**src/rtl/count_ctrl_pkg.sv**
```systemverilog
// Shared definitions for the count controller: FSM state encoding and
// the data width of the downstream 4-bit counter.
package count_ctrl_pkg;

    localparam int unsigned CntW = 4;

    typedef enum logic [1:0] {
        StIdle,
        StRun,
        StLoad,
        StDone
    } state_e;

endpackage

```
**src/rtl/count_ctrl_if.sv**
```systemverilog
// Control/handshake bundle between a host and the count controller,
// including the downstream counter strobes and status.
interface count_ctrl_if
    import count_ctrl_pkg::*;
#(
    parameter int unsigned DIV_W  = 8,
    parameter int unsigned WRAP_W = 4
);

    logic              start;
    logic              stop;
    logic [DIV_W-1:0]  div;
    logic [WRAP_W-1:0] wrap_limit;
    logic              cmd_valid;
    logic              cmd_ready;
    logic [CntW-1:0]   cmd_data;
    logic              wrap_in;
    logic              cnt_enable;
    logic              cnt_load;
    logic [CntW-1:0]   cnt_data;
    logic              busy;
    logic              done;
    logic [WRAP_W-1:0] wrap_count;

    modport master (
        output start, stop, div, wrap_limit, cmd_valid, cmd_data, wrap_in,
        input  cmd_ready, cnt_enable, cnt_load, cnt_data, busy, done, wrap_count
    );

    modport slave (
        input  start, stop, div, wrap_limit, cmd_valid, cmd_data, wrap_in,
        output cmd_ready, cnt_enable, cnt_load, cnt_data, busy, done, wrap_count
    );

endinterface

```
**src/rtl/count_prescaler.sv**
```systemverilog
// Tick prescaler: counts 0..div while not held and flags the terminal
// count; clr restarts the phase at zero.
module count_prescaler #(
    parameter int unsigned DIV_W = 8
) (
    input  logic             clk,
    input  logic             rst,
    input  logic             clr,
    input  logic             hold,
    input  logic [DIV_W-1:0] div,
    output logic             tick
);

    logic [DIV_W-1:0] cnt_q, cnt_d;

    assign tick = !hold && (cnt_q == div);

    always_comb begin
        cnt_d = cnt_q;
        if (clr) begin
            cnt_d = '0;
        end else if (hold) begin
            cnt_d = cnt_q;
        end else if (tick) begin
            cnt_d = '0;
        end else begin
            cnt_d = cnt_q + DIV_W'(1);
        end
    end

    always_ff @(posedge clk or posedge rst) begin
        if (rst) begin
            cnt_q <= '0;
        end else begin
            cnt_q <= cnt_d;
        end
    end

endmodule

```
**src/rtl/count_ctrl.sv**
```systemverilog
// Count controller: paces a downstream 4-bit counter with prescaled
// enables, forwards preload commands and ends a run after N wraps.
module count_ctrl
    import count_ctrl_pkg::*;
#(
    parameter int unsigned DIV_W  = 8,
    parameter int unsigned WRAP_W = 4
) (
    input logic         clk,
    input logic         rst,
    count_ctrl_if.slave bus
);

    state_e            state_q, state_d;
    logic              from_run_q, from_run_d;
    logic [DIV_W-1:0]  div_q, div_d;
    logic [WRAP_W-1:0] limit_q, limit_d;
    logic [WRAP_W-1:0] wrap_count_q, wrap_count_d;
    logic [CntW-1:0]   cnt_data_q, cnt_data_d;
    logic              cnt_enable_q, cnt_enable_d;
    logic              cnt_load_q, cnt_load_d;
    logic              busy_q, busy_d;
    logic              done_q, done_d;

    logic in_run, cmd_ready, xfer, wrap_done, run_go, tick;

    assign in_run    = (state_q == StRun);
    assign cmd_ready = ((state_q == StIdle) || in_run) && !bus.stop;
    assign xfer      = bus.cmd_valid && cmd_ready;
    // Truncating add: a saturated count never matches a nonzero limit.
    assign wrap_done = in_run && bus.wrap_in && (limit_q != '0) &&
                       ((wrap_count_q + WRAP_W'(1)) == limit_q);
    assign run_go    = (state_q == StIdle) && (state_d == StRun);

    count_prescaler #(
        .DIV_W(DIV_W)
    ) u_prescaler (
        .clk  (clk),
        .rst  (rst),
        .clr  (run_go),
        .hold (!in_run),
        .div  (div_q),
        .tick (tick)
    );

    always_comb begin
        state_d    = state_q;
        from_run_d = from_run_q;
        unique case (state_q)
            StIdle: begin
                if (xfer) begin
                    state_d    = StLoad;
                    from_run_d = 1'b0;
                end else if (bus.start && !bus.stop) begin
                    state_d = StRun;
                end
            end
            StRun: begin
                if (bus.stop) begin
                    state_d = StIdle;
                end else if (xfer) begin
                    state_d    = StLoad;
                    from_run_d = 1'b1;
                end else if (wrap_done) begin
                    state_d = StDone;
                end
            end
            StLoad: begin
                state_d = (bus.stop || !from_run_q) ? StIdle : StRun;
            end
            StDone: begin
                state_d = StIdle;
            end
            default: begin
                state_d = StIdle;
            end
        endcase
    end

    always_ff @(posedge clk or posedge rst) begin
        if (rst) begin
            state_q    <= StIdle;
            from_run_q <= 1'b0;
        end else begin
            state_q    <= state_d;
            from_run_q <= from_run_d;
        end
    end

    // Output registers are fed from the next state so they line up with it.
    always_comb begin
        div_d        = div_q;
        limit_d      = limit_q;
        wrap_count_d = wrap_count_q;
        cnt_data_d   = cnt_data_q;
        if (run_go) begin
            div_d        = bus.div;
            limit_d      = bus.wrap_limit;
            wrap_count_d = '0;
        end else if (in_run && bus.wrap_in && (wrap_count_q != '1)) begin
            wrap_count_d = wrap_count_q + WRAP_W'(1);
        end
        if (xfer) begin
            cnt_data_d = bus.cmd_data;
        end
        cnt_enable_d = in_run && tick && !bus.stop && !xfer && !wrap_done;
        cnt_load_d   = (state_d == StLoad);
        busy_d       = (state_d == StRun) || ((state_d == StLoad) && from_run_d);
        done_d       = (state_d == StDone);
    end

    always_ff @(posedge clk or posedge rst) begin
        if (rst) begin
            div_q        <= '0;
            limit_q      <= '0;
            wrap_count_q <= '0;
            cnt_data_q   <= '0;
            cnt_enable_q <= 1'b0;
            cnt_load_q   <= 1'b0;
            busy_q       <= 1'b0;
            done_q       <= 1'b0;
        end else begin
            div_q        <= div_d;
            limit_q      <= limit_d;
            wrap_count_q <= wrap_count_d;
            cnt_data_q   <= cnt_data_d;
            cnt_enable_q <= cnt_enable_d;
            cnt_load_q   <= cnt_load_d;
            busy_q       <= busy_d;
            done_q       <= done_d;
        end
    end

    assign bus.cmd_ready  = cmd_ready;
    assign bus.cnt_enable = cnt_enable_q;
    assign bus.cnt_load   = cnt_load_q;
    assign bus.cnt_data   = cnt_data_q;
    assign bus.busy       = busy_q;
    assign bus.done       = done_q;
    assign bus.wrap_count = wrap_count_q;

endmodule

```
**src/flat_wrapper.sv**
```systemverilog
// flat-port wrapper written by rule: the top's interface ports become plain ports
module count_ctrl_flat import count_ctrl_pkg::*;
#(
    parameter int unsigned DIV_W  = 8,
    parameter int unsigned WRAP_W = 4
)
  (clk, rst, bus_start, bus_stop, bus_div, bus_wrap_limit, bus_cmd_valid, bus_cmd_data, bus_wrap_in, bus_cmd_ready, bus_cnt_enable, bus_cnt_load, bus_cnt_data, bus_busy, bus_done, bus_wrap_count);
  count_ctrl_if #(.DIV_W(DIV_W), .WRAP_W(WRAP_W)) bus_i ();
  input logic clk;
  input logic rst;
  input wire logic [$bits(bus_i.start)-1:0] bus_start;
  input wire logic [$bits(bus_i.stop)-1:0] bus_stop;
  input wire logic [$bits(bus_i.div)-1:0] bus_div;
  input wire logic [$bits(bus_i.wrap_limit)-1:0] bus_wrap_limit;
  input wire logic [$bits(bus_i.cmd_valid)-1:0] bus_cmd_valid;
  input wire logic [$bits(bus_i.cmd_data)-1:0] bus_cmd_data;
  input wire logic [$bits(bus_i.wrap_in)-1:0] bus_wrap_in;
  output wire logic [$bits(bus_i.cmd_ready)-1:0] bus_cmd_ready;
  output wire logic [$bits(bus_i.cnt_enable)-1:0] bus_cnt_enable;
  output wire logic [$bits(bus_i.cnt_load)-1:0] bus_cnt_load;
  output wire logic [$bits(bus_i.cnt_data)-1:0] bus_cnt_data;
  output wire logic [$bits(bus_i.busy)-1:0] bus_busy;
  output wire logic [$bits(bus_i.done)-1:0] bus_done;
  output wire logic [$bits(bus_i.wrap_count)-1:0] bus_wrap_count;
  assign bus_i.start = bus_start;
  assign bus_i.stop = bus_stop;
  assign bus_i.div = bus_div;
  assign bus_i.wrap_limit = bus_wrap_limit;
  assign bus_i.cmd_valid = bus_cmd_valid;
  assign bus_i.cmd_data = bus_cmd_data;
  assign bus_i.wrap_in = bus_wrap_in;
  assign bus_cmd_ready = bus_i.cmd_ready;
  assign bus_cnt_enable = bus_i.cnt_enable;
  assign bus_cnt_load = bus_i.cnt_load;
  assign bus_cnt_data = bus_i.cnt_data;
  assign bus_busy = bus_i.busy;
  assign bus_done = bus_i.done;
  assign bus_wrap_count = bus_i.wrap_count;
  count_ctrl #(.DIV_W(DIV_W), .WRAP_W(WRAP_W)) u_core (.clk(clk), .rst(rst), .bus(bus_i));
endmodule
```
**config.mk**
```make
export PLATFORM = sky130hd
export DESIGN_NAME = count_ctrl_flat
export DESIGN_NICKNAME = d
export VERILOG_FILES = /design/src/rtl/count_ctrl_pkg.sv /design/src/rtl/count_ctrl_if.sv /design/src/rtl/count_prescaler.sv /design/src/rtl/count_ctrl.sv /design/src/flat_wrapper.sv
export SDC_FILE = /design/constraint.sdc
export NUM_CORES = 1
export LEC_CHECK = 0
export CORE_ASPECT_RATIO = 0.7
export CORE_MARGIN = 5
export CORE_UTILIZATION = 50
export DETAILED_ROUTE_END_ITERATION = 7
export PLACE_DENSITY = 0.83
export SYNTH_ARGS = -nofsm -noshare
export SYNTH_HDL_FRONTEND = slang
export SYNTH_SLANG_ARGS = --single-unit
export TNS_END_PERCENT = 50
```
**constraint.sdc**
```tcl
create_clock -name clk -period 2 [get_ports clk]
set_clock_uncertainty 0.1 [all_clocks]
set_input_delay 0.4 -clock clk [delete_from_list [all_inputs] [get_ports clk]]
set_output_delay 0.4 -clock clk [all_outputs]
set_load 0.01 [all_outputs]
```
==> results.txt <==
The run finished with clean final reports. The critical path endpoint category was a flop. Yosys attributes the largest share of cell area to sky130_fd_sc_hd__dfrtp_1 52%, sky130_fd_sc_hd__nand2_1 11%, sky130_fd_sc_hd__xor2_1 5.2%.

The number of antenna violations at the first check in global routing is 0, and the number of I/O port buffers is 34. The fraction of final layout cells sized beyond drive strength 1 was 13.6%. The initial utilization of the core area, before any placement, comes to 52.9%.

The number of levels in the clock H-tree was 2. After clock tree synthesis, the clock-pin slew on the worst setup and hold paths is 0.07 ns. The share of total power consumed by net switching was 28.4%; the total track usage was 18.8%. The biggest area contributor in the post-synthesis netlist is sky130_fd_sc_hd__dfrtp_1. Sequential cells were found to cover 51.5% of the synthesized design area. The internal power summed over all cells was 1.45 mW; the routed wire length per instance was 14.6 um. The die covers 4680 um^2. The tightest min-delay check is of the in -> async type. IR analysis of the VDD net gives a maximum drop of 0.000566 V. The clock reaches the later pin of the worst-skew pair after 0.29 ns. In this run the vertical extent of the chip is 58.8 um.

The number of warnings reported in the yosys synthesis log came out at 0. The tools report the total I/O pin count as 35. Wires add up to 3910 um.

For the final RePlAce weighted congestion, the log shows 0.833. In this run, synthesis inferred 0 flip-flops with an integrated enable. The first detailed-routing pass ran for 5 iterations. In this run, the number of DRC markers left after iteration 0 of detailed routing was 145.

Of the post-synthesis cell area, the dominant cell type holds 51.5%. Sequential cells account for 45.5% of the total power. After synthesis the netlist holds a flip-flop and latch count of 35.

Summing over every cut layer, the via total after detailed routing is 1424. The first global-routing pass estimated 6580 um of wire. Total power for the finished layout comes to 2.02 mW. Buffers inserted to repair hold after CTS numbered 0. From left edge to right edge, the die measures 79.7 um.

The max-slew violation total from the final report was 0; the final cell area excluding filler cells was 2260 um^2. The tools report the number of hold violations in the final report as 0. The routed design could run at a clock period as short as 1.95 ns.

For the pin with the worst max-slew slack, the measured transition is 0.437 ns. After the last flow step, the layout net total stands at 245. Yosys mapped the design onto 39 distinct sky130hd cell types. Summed over all cells, the static leakage comes to 1.07 nW. Row generation in the floorplan step produced 17 rows. The remaining design rule violation count was 0. Global routing finished with a remaining overflow of 0.

The power density over the cells works out to 896 nW/um^2. Buffers inserted during clock tree synthesis total 5. Measured against its own limit, the worst slew margin works out to 70.9%. The core region is 3210 um^2. Fill cells in the final layout number 231. The HPWL after detailed placement is 2770 um. The number of setup buffers added after CTS was 0.

Data arrives at the worst endpoint at 2.04 ns. For this run, the top clock speed supported by timing is 512 MHz. STA puts the critical path data required time at 2.08 ns.

The tools report the number of diodes added for antenna fixing as 0. Once placement finished, the instance area stood at 2150 um^2. The number of max-capacitance violations reported was 0; the number of failing setup endpoints in the final timing report was 0. The element type at the critical path start is a flop. The run gives 1436 as the number of global-route vias before repair.

By count the netlist is led by 49 x sky130_fd_sc_hd__nand2_1, 35 x sky130_fd_sc_hd__dfrtp_1, 11 x sky130_fd_sc_hd__nor2_1. The longest clock path from root to sink contains 2 buffers. The logs give 261 for the number of cells after detailed placement and 0.575 mW for the net switching power.

The tools report the residual antenna-violating net count after detailed routing as 0. Entering global routing, the biggest net connects 36 pins. After synthesis the cells add up to 1700 um^2. Setup repair after global routing could not meet its margin everywhere. CTS placed an instance of sky130_fd_sc_hd__clkbuf_8 at the clock tree root. The logs give 30.0% for the clock network power share and 176 for the cell count after synthesis. Clock tree synthesis found a total of 35 sinks. After the flow finishes, the layout carries non-filler instances totaling 268. Dividing the detail-routed via count by the number of cells gives 5.31.

The critical path in this run is classified as reg -> reg. The most repeated cell in the gate-level netlist after synthesis is sky130_fd_sc_hd__nand2_1. The layout-stage area growth over the synthesis result came out at 33.0%. In this run, the combinational gates consume 24.5% of the power. In this run the worst path has a maximum fanout of 4. The fraction of the cycle the final worst path needs is 97.7%, and the average cell area after synthesis is 9.65 um^2.

After synthesis, the share of flip-flops with an asynchronous set or reset is 100%. The dominant synthesized flop cell was sky130_fd_sc_hd__dfrtp_1. TritonCTS built the clock tree. Total nets after synthesis: 200.
[path summary, 6_finish.rpt]
check / to / startpoint / cells past startpoint / slack [ns]
worst max register to register: u_core.bus.cnt_enable / u_core.bus.wrap_count[1] / 5 / 0.05
max in group asynchronous: u_core.limit_q[2] / rst / 3 / 1.08
worst min-delay path: u_core.bus.wrap_count[2] / rst / 3 / 0.41
worst min register to register: u_core.bus.cnt_data[1] / u_core.bus.cnt_data[1] / 1 / 0.41
min in group clk: u_core.bus.cnt_data[1] / u_core.bus.cnt_data[1] / 1 / 0.41
worst max-delay path: u_core.bus.cnt_enable / u_core.bus.wrap_count[1] / 5 / 0.05
[power groups by stage]
stage | registers, mW | clock network, mW | logic (mW)
3_3_place_gp | 0.924 | 0 | 0.469
3_5_place_dp | 0.933 | 0 | 0.490
2_1_floorplan | 0.931 | 0 | 0.270
4_1_cts | 0.920 | 0.614 | 0.502
6_report | 0.921 | 0.608 | 0.496
5_1_grt | 0.935 | 0.638 | 0.557
[cells by family (layout without fill, tap and decap cells)]
logic type	after synthesis	after routing	share of synthesized area, %
multiplexers	5	5	3.24
AO/OA/AOI/OAI	19	19	8.17
flip-flops	35	35	51.5
AND/OR/NAND/NOR	88	88	24.2
XOR/XNOR	15	15	7.73
buffers and inverters	12	57	3.61
adder cells (fa/ha/maj)	2	2	1.47
[registers in the layout (all words and copies together), names as in the netlist]
| signal | count |
|---|---|
| u_core.state_q | 2 |
| u_core.div_q | 8 |
| u_core.bus.cnt_load | 1 |
| u_core.limit_q | 4 |
| u_core.from_run_q | 1 |
| u_core.bus.busy | 1 |
| u_core.u_prescaler.cnt_q | 8 |
| u_core.bus.cnt_enable | 1 |
| u_core.bus.wrap_count | 4 |
| u_core.bus.cnt_data | 4 |
| u_core.bus.done | 1 |
[worst max-delay path: stages, from the launching register on]
cell and delay [ns]:
sky130_fd_sc_hd__dfrtp_1 0.41, sky130_fd_sc_hd__ha_1 0.31, sky130_fd_sc_hd__or2_2 0.29, sky130_fd_sc_hd__o21ai_0 0.21
sky130_fd_sc_hd__nand4_1 0.27, sky130_fd_sc_hd__and4b_1 0.27
[timing repair]
action	4_1_cts	5_1_grt
cloned	0	0
endpoints found under the hold margin	0	0
endpoints found under the setup margin	2	7
gates resized for setup	2	1
pin swaps	0	1
[routing by layer]
layer | up-vias | GRT usage (%) | part of all wire, %
met4 | 0 | 10.3 | 2.5
met3 | 12 | 5.96 | 7.7
li1 | 679 | - | -
met5 | - | 0 | 0
met2 | 53 | 30.4 | 47
met1 | 680 | 22.5 | 43
[through the flow]
| stage | hold slack, ns | setup TNS (ns) | setup slack, ns | util [%] |
|---|---|---|---|---|
| floorplan | 0.360 | 0 | 0.249 | - |
| global placement | 0.378 | -0.0607 | -0.0204 | 67.0 |
| detailed placement | 0.392 | -0.159 | -0.0519 | 67.0 |
| CTS | 0.408 | 0 | 0.0387 | 70.3 |
| global route | 0.424 | -0.0101 | -0.0101 | 70.4 |
| finish | 0.405 | 0 | 0.0453 | 70.4 |
[layout make-up]
type                            count  area (um^2)  share of cell area (%)
Sequential cell                    35          876                    38.8
Clock buffer                        6         72.6                    3.21
Inverter                            5         18.8                   0.831
Tap cell                           47         58.8                    2.60
Timing Repair Buffer               45          434                    19.2
Multi-Input combinational cell    129          769                    34.1
Clock inverter                      1         30.0                    1.33
[placed cells by master, fill, tap and decap left out, types with 3 or more instances in the layout]
master / n
sky130_fd_sc_hd__a21oi_1: 3
sky130_fd_sc_hd__buf_4: 10
sky130_fd_sc_hd__clkbuf_8: 5
sky130_fd_sc_hd__clkdlybuf4s50_1: 33
sky130_fd_sc_hd__dfrtp_1: 35
sky130_fd_sc_hd__inv_1: 5
sky130_fd_sc_hd__mux2_2: 4
sky130_fd_sc_hd__nand2_1: 49
sky130_fd_sc_hd__nand3_1: 4
sky130_fd_sc_hd__nand4_1: 4
sky130_fd_sc_hd__nor2_1: 11
sky130_fd_sc_hd__nor3_1: 5
sky130_fd_sc_hd__o21ai_0: 3
sky130_fd_sc_hd__or2_2: 3
sky130_fd_sc_hd__xnor2_1: 5
sky130_fd_sc_hd__xor2_1: 10
No activity file was read; power rests on OpenSTA's default activity.
